--- config.mk ---
export PLATFORM = sky130hd
export DESIGN_NAME = pipe_hazard_ctrl
export DESIGN_NICKNAME = d
export VERILOG_FILES = /design/src/rtl/pipe_hazard_ctrl.sv
export SDC_FILE = /design/constraint.sdc
export NUM_CORES = 1
export LEC_CHECK = 0
export ABC_CLOCK_PERIOD_IN_PS = 2000
export BUFFER_PORTS_ARGS = -buffer_cell sky130_fd_sc_hd__buf_2
export CORE_ASPECT_RATIO = 0.6
export CORE_MARGIN = 5
export CORE_UTILIZATION = 46
export CTS_CLUSTER_SIZE = 24
export DETAILED_ROUTE_END_ITERATION = 6
export GPL_TIMING_DRIVEN = 0
export HOLD_SLACK_MARGIN = 0.12
export PLACE_DENSITY = 0.76
export SLEW_MARGIN = 20
export SYNTH_ARGS = -nofsm -noshare
export SYNTH_HDL_FRONTEND = slang
export SYNTH_SLANG_ARGS = --single-unit
--- constraint.sdc ---
create_clock -name clk -period 2 [get_ports clk]
set_input_delay 0.2 -clock clk [delete_from_list [all_inputs] [get_ports clk]]
set_output_delay 0.2 -clock clk [all_outputs]
set_load 0.02 [all_outputs]
--- src/rtl/pipe_hazard_ctrl.sv ---
// Pipeline hazard controller: load-use stalls, redirect flushes, MEM wait/timeout
// handling and saturating stall/flush performance counters.
module pipe_hazard_ctrl #(
    parameter int MEM_TIMEOUT = 255,
    parameter int CNT_W       = 16
) (
    input  logic             clk,
    input  logic             rst_n,
    input  logic [4:0]       id_rs1,
    input  logic [4:0]       id_rs2,
    input  logic             id_use_rs1,
    input  logic             id_use_rs2,
    input  logic [4:0]       ex_rd,
    input  logic             ex_memread,
    input  logic             ex_redirect,
    input  logic             dmem_req,
    input  logic             dmem_ready,
    input  logic             clr_cnt,
    output logic             pc_en,
    output logic             ifid_stall,
    output logic             ifid_flush,
    output logic             idex_flush,
    output logic             exmem_flush,
    output logic             pipe_hold,
    output logic             bus_err,
    output logic [CNT_W-1:0] stall_cnt,
    output logic [CNT_W-1:0] flush_cnt,
    output logic [1:0]       dbg_state
);

    typedef enum logic [1:0] {
        S_RUN  = 2'd0,
        S_WAIT = 2'd1,
        S_ERR  = 2'd2
    } state_t;

    localparam logic [7:0] TIMEOUT = 8'(MEM_TIMEOUT);

    state_t           state_q, state_d;
    logic [7:0]       wait_cnt_q, wait_cnt_d;
    logic [CNT_W-1:0] stall_cnt_q, stall_cnt_d;
    logic [CNT_W-1:0] flush_cnt_q, flush_cnt_d;
    logic             miss;
    logic             loaduse;

    // A dropped request while waiting looks exactly like a completed access.
    assign miss    = dmem_req & ~dmem_ready;
    assign loaduse = ex_memread & (ex_rd != 5'd0) &
                     ((id_use_rs1 & (ex_rd == id_rs1)) |
                      (id_use_rs2 & (ex_rd == id_rs2)));

    always_ff @(posedge clk or negedge rst_n) begin
        if (!rst_n) begin
            state_q     <= S_RUN;
            wait_cnt_q  <= 8'd0;
            stall_cnt_q <= '0;
            flush_cnt_q <= '0;
        end else begin
            state_q     <= state_d;
            wait_cnt_q  <= wait_cnt_d;
            stall_cnt_q <= stall_cnt_d;
            flush_cnt_q <= flush_cnt_d;
        end
    end

    always_comb begin
        state_d     = state_q;
        wait_cnt_d  = wait_cnt_q;
        pc_en       = 1'b0;
        ifid_stall  = 1'b0;
        ifid_flush  = 1'b0;
        idex_flush  = 1'b0;
        exmem_flush = 1'b0;
        pipe_hold   = 1'b0;
        bus_err     = 1'b0;

        case (state_q)
            S_RUN, S_WAIT: begin
                if (miss) begin
                    pipe_hold  = 1'b1;
                    ifid_stall = 1'b1;
                    if (state_q == S_RUN) begin
                        state_d    = S_WAIT;
                        wait_cnt_d = 8'd1;
                    end else if (wait_cnt_q >= TIMEOUT) begin
                        state_d = S_ERR;
                    end else begin
                        wait_cnt_d = wait_cnt_q + 8'd1;
                    end
                end else begin
                    state_d    = S_RUN;
                    wait_cnt_d = 8'd0;
                    // Redirect outranks load-use: the stalled instruction is wrong-path anyway.
                    if (ex_redirect) begin
                        pc_en      = 1'b1;
                        ifid_flush = 1'b1;
                        idex_flush = 1'b1;
                    end else if (loaduse) begin
                        ifid_stall = 1'b1;
                        idex_flush = 1'b1;
                    end else begin
                        pc_en = 1'b1;
                    end
                end
            end
            S_ERR: begin
                bus_err     = 1'b1;
                exmem_flush = 1'b1;
                ifid_stall  = 1'b1;
                state_d     = S_RUN;
                wait_cnt_d  = 8'd0;
            end
            default: begin
                state_d    = S_RUN;
                wait_cnt_d = 8'd0;
            end
        endcase

        // Outputs are combinational, so reset must also quiet them without a clock.
        if (!rst_n) begin
            pc_en       = 1'b0;
            ifid_stall  = 1'b0;
            ifid_flush  = 1'b0;
            idex_flush  = 1'b0;
            exmem_flush = 1'b0;
            pipe_hold   = 1'b0;
            bus_err     = 1'b0;
        end
    end

    always_comb begin
        stall_cnt_d = stall_cnt_q;
        flush_cnt_d = flush_cnt_q;
        if (clr_cnt) begin
            stall_cnt_d = '0;
            flush_cnt_d = '0;
        end else begin
            if (!pc_en && (stall_cnt_q != '1)) begin
                stall_cnt_d = stall_cnt_q + 1'b1;
            end
            if ((ifid_flush | idex_flush | exmem_flush) && (flush_cnt_q != '1)) begin
                flush_cnt_d = flush_cnt_q + 1'b1;
            end
        end
    end

    assign stall_cnt = stall_cnt_q;
    assign flush_cnt = flush_cnt_q;
    assign dbg_state = state_q;

endmodule
==> flow_summary.json <==
{
  "status": "finished with violations",
  "violations": "setup timing",
  "vdd_drop_max_mv": 0.251,
  "vias": 2570,
  "yosysTopAreaCell": "dfrtp_1",
  "start_util": 0.483,
  "ys_ff_latch": 42,
  "viasPerCell": 5.78,
  "cp.required_ps": 2230,
  "tightest_slew_ps": 597,
  "fin_nets": 405,
  "routed_wl_um": 7710,
  "drive_gt1_frac": 0.425,
  "dp_hpwl_um": 4710,
  "hold_viol": 0,
  "ant_nets": 0,
  "synthCells": 274,
  "cts_buffers": 5,
  "tns_ps": -400,
  "dr.pass1.iters": 4,
  "fin_ws_ps": -114,
  "gp_congestion": 0.824,
  "synth_ff_type": "dfrtp_1",
  "synth_top_area_frac": 0.424,
  "clk_pin_slew_worst_paths_ps": 80,
  "grt_pass1_vias": 2378,
  "setup_violations": 9,
  "synth_area_per_cell_um2": 9.04,
  "antenna_found_initial": 0,
  "wl_per_cell_um": 17.3,
  "final_cell_mix": "buf_2, dfrtp_1, buf_4",
  "arrival_ps": 2340,
  "grt_max_degree": 43,
  "cp-end-kind": "register",
  "cts_tree": "built",
  "synthesis.nets": 301,
  "drc_errors": 0,
  "synthToLayoutAreaGrowth_pct": 43.0,
  "use_met1": 0.310,
  "root_buffer": "clkbuf_8",
  "grtUsageMet2": 0.313,
  "maxSlewViolCount": 0,
  "antenna_cells": 0,
  "synth_edf_count": 0,
  "grt_pass1_wl_um": 11900,
  "start_kind": "register",
  "yosysWarnings": 0,
  "max_freq_mhz": 473,
  "die_h_um": 66.8,
  "grt_busiest_layer": "met2",
  "die_area_um2": 7000,
  "finalPower_mw": 1.79,
  "use_met3": 0.0532,
  "clk_latency_ps": 300,
  "crit_fanout": 4,
  "reg2reg_slack_ps": -110,
  "ys_top_cells_by_area": "dfrtp_1, a21oi_1, nand3_1",
  "placed_area_um2": 2900,
  "worstPathCellList": "ha_4 -> nand4_1 -> nor4_4 -> buf_6 -> nor4_4 -> a21oi_2 -> buf_4 -> or4_4 -> a21oi_2",
  "grt_usage": 0.212,
  "utilization": 0.690,
  "cp_slowest_stage_delay_ps": 470,
  "period_needed_ps": 2110,
  "die_w_um": 105,
  "gr-total-overflow": 0,
  "skew_ps": 8.16,
  "clockBufferDepth": 2,
  "final_common_cell": "buf_2",
  "ios": 65,
  "fill_cells": 393,
  "seq_area_frac_synth": 0.424,
  "p_per_area_nw_per_um2": 506,
  "htreeDepth": 2,
  "synth_cell_types": 46,
  "cts_num_sinks": 42,
  "port_buffers": 63,
  "syn-cell-area_um2": 2480,
  "relSlewSlack": 0.602,
  "cap_violations": 0,
  "first_iter_violations": 264,
  "rsz0062_at_grt": "yes",
  "final_area_um2": 3540,
  "p_leak_nw": 1.61,
  "critical_path_class": "reg -> reg",
  "crit_slowest_cell": "or4_4",
  "synthArstFlopShare": 1.00,
  "core_um2": 5130,
  "rows": 20,
  "period_share": 1.06,
  "hold_ws_ps": 234,
  "worstHoldPathType": "in -> reg"
}
## layout make-up
type                            instances  area [µm²]  share of cell area
Buffer                                 10        78.8              0.0223
Clock buffer                            5        68.8              0.0194
Clock inverter                          3        40.0              0.0113
Inverter                               10        42.5              0.0120
Multi-Input combinational cell        211        1530               0.432
Sequential cell                        42        1060               0.299
Tap cell                               66        82.6              0.0233
Timing Repair Buffer                   98         638               0.180
## worst paths after layout
check                              start            end  cells past startpoint
max                         flush_cnt[0]  flush_cnt[13]                      9
min                           dmem_ready   dbg_state[0]                      4
max reg2reg                 flush_cnt[0]  flush_cnt[13]                      9
min reg2reg                wait_cnt_q[5]  wait_cnt_q[5]                      2
max in group asynchronous          rst_n   stall_cnt[8]                      3
min in group asynchronous          rst_n   flush_cnt[9]                      3
## sequential cells by signal, summed over array words and instances (netlist names)
signal and flops:
flush_cnt 16, wait_cnt_q 8, dbg_state 2, stall_cnt 16
## power breakdown
part / internal [mW] / switching (mW)
Clock: 0.368 / 0.298
Sequential: 0.857 / 0.0121
Combinational: 0.111 / 0.145
## worst max-delay path, delay by kind of cell, from the launching register on
family | cells | cell delay [ps]
simple gates | 4 | 880
flops | 1 | 440
buf+inv | 2 | 310
compound gates | 2 | 240
fa+ha+maj | 1 | 170
## cells in the mapped netlist (7+ instances only)
library cell,count
or3_1,15
nand2_1,14
and3_1,8
dfrtp_1,42
o21ai_0,13
or4_1,10
nand4_1,12
inv_1,9
nor2_1,22
o31ai_1,9
xnor2_1,11
nor2b_1,7
nand3_1,20
a21oi_1,28
## cell families after synthesis
logic type | count (synthesis) | synth area share
simple gates | 124 | 0.277
compound gates | 60 | 0.145
flops | 42 | 0.424
buf+inv | 21 | 0.0450
xor+xnor | 16 | 0.0566
mux | 8 | 0.0369
fa+ha+maj | 3 | 0.0152
## routing by layer
metal | routed length, µm | share of wire | up-vias
met5 | 0 | 0 | -
met4 | 102 | 0.013 | 0
met3 | 688 | 0.089 | 13
met2 | 3490 | 0.45 | 115
met1 | 3430 | 0.44 | 1235
li1 | - | - | 1207
## through the flow
stage / setup WS [ps] / std cells
2_1_floorplan: -9.32 / 274
3_3_place_gp: -715 / 403
3_5_place_dp: -792 / 403
4_1_cts: -42.2 / 428
5_1_grt: -179 / 445
6_report: -114 / 445
## timing repair
action | CTS | global route
pin swaps | 11 | 22
hold endpoints to repair | 42 | 0
buffers inserted | 16 | 16
setup endpoints to repair | 30 | 29
cloned | 0 | 1
hold buffers | 2 | 0
gates resized for setup | 20 | 37
Power figures use the tool's default switching activity.
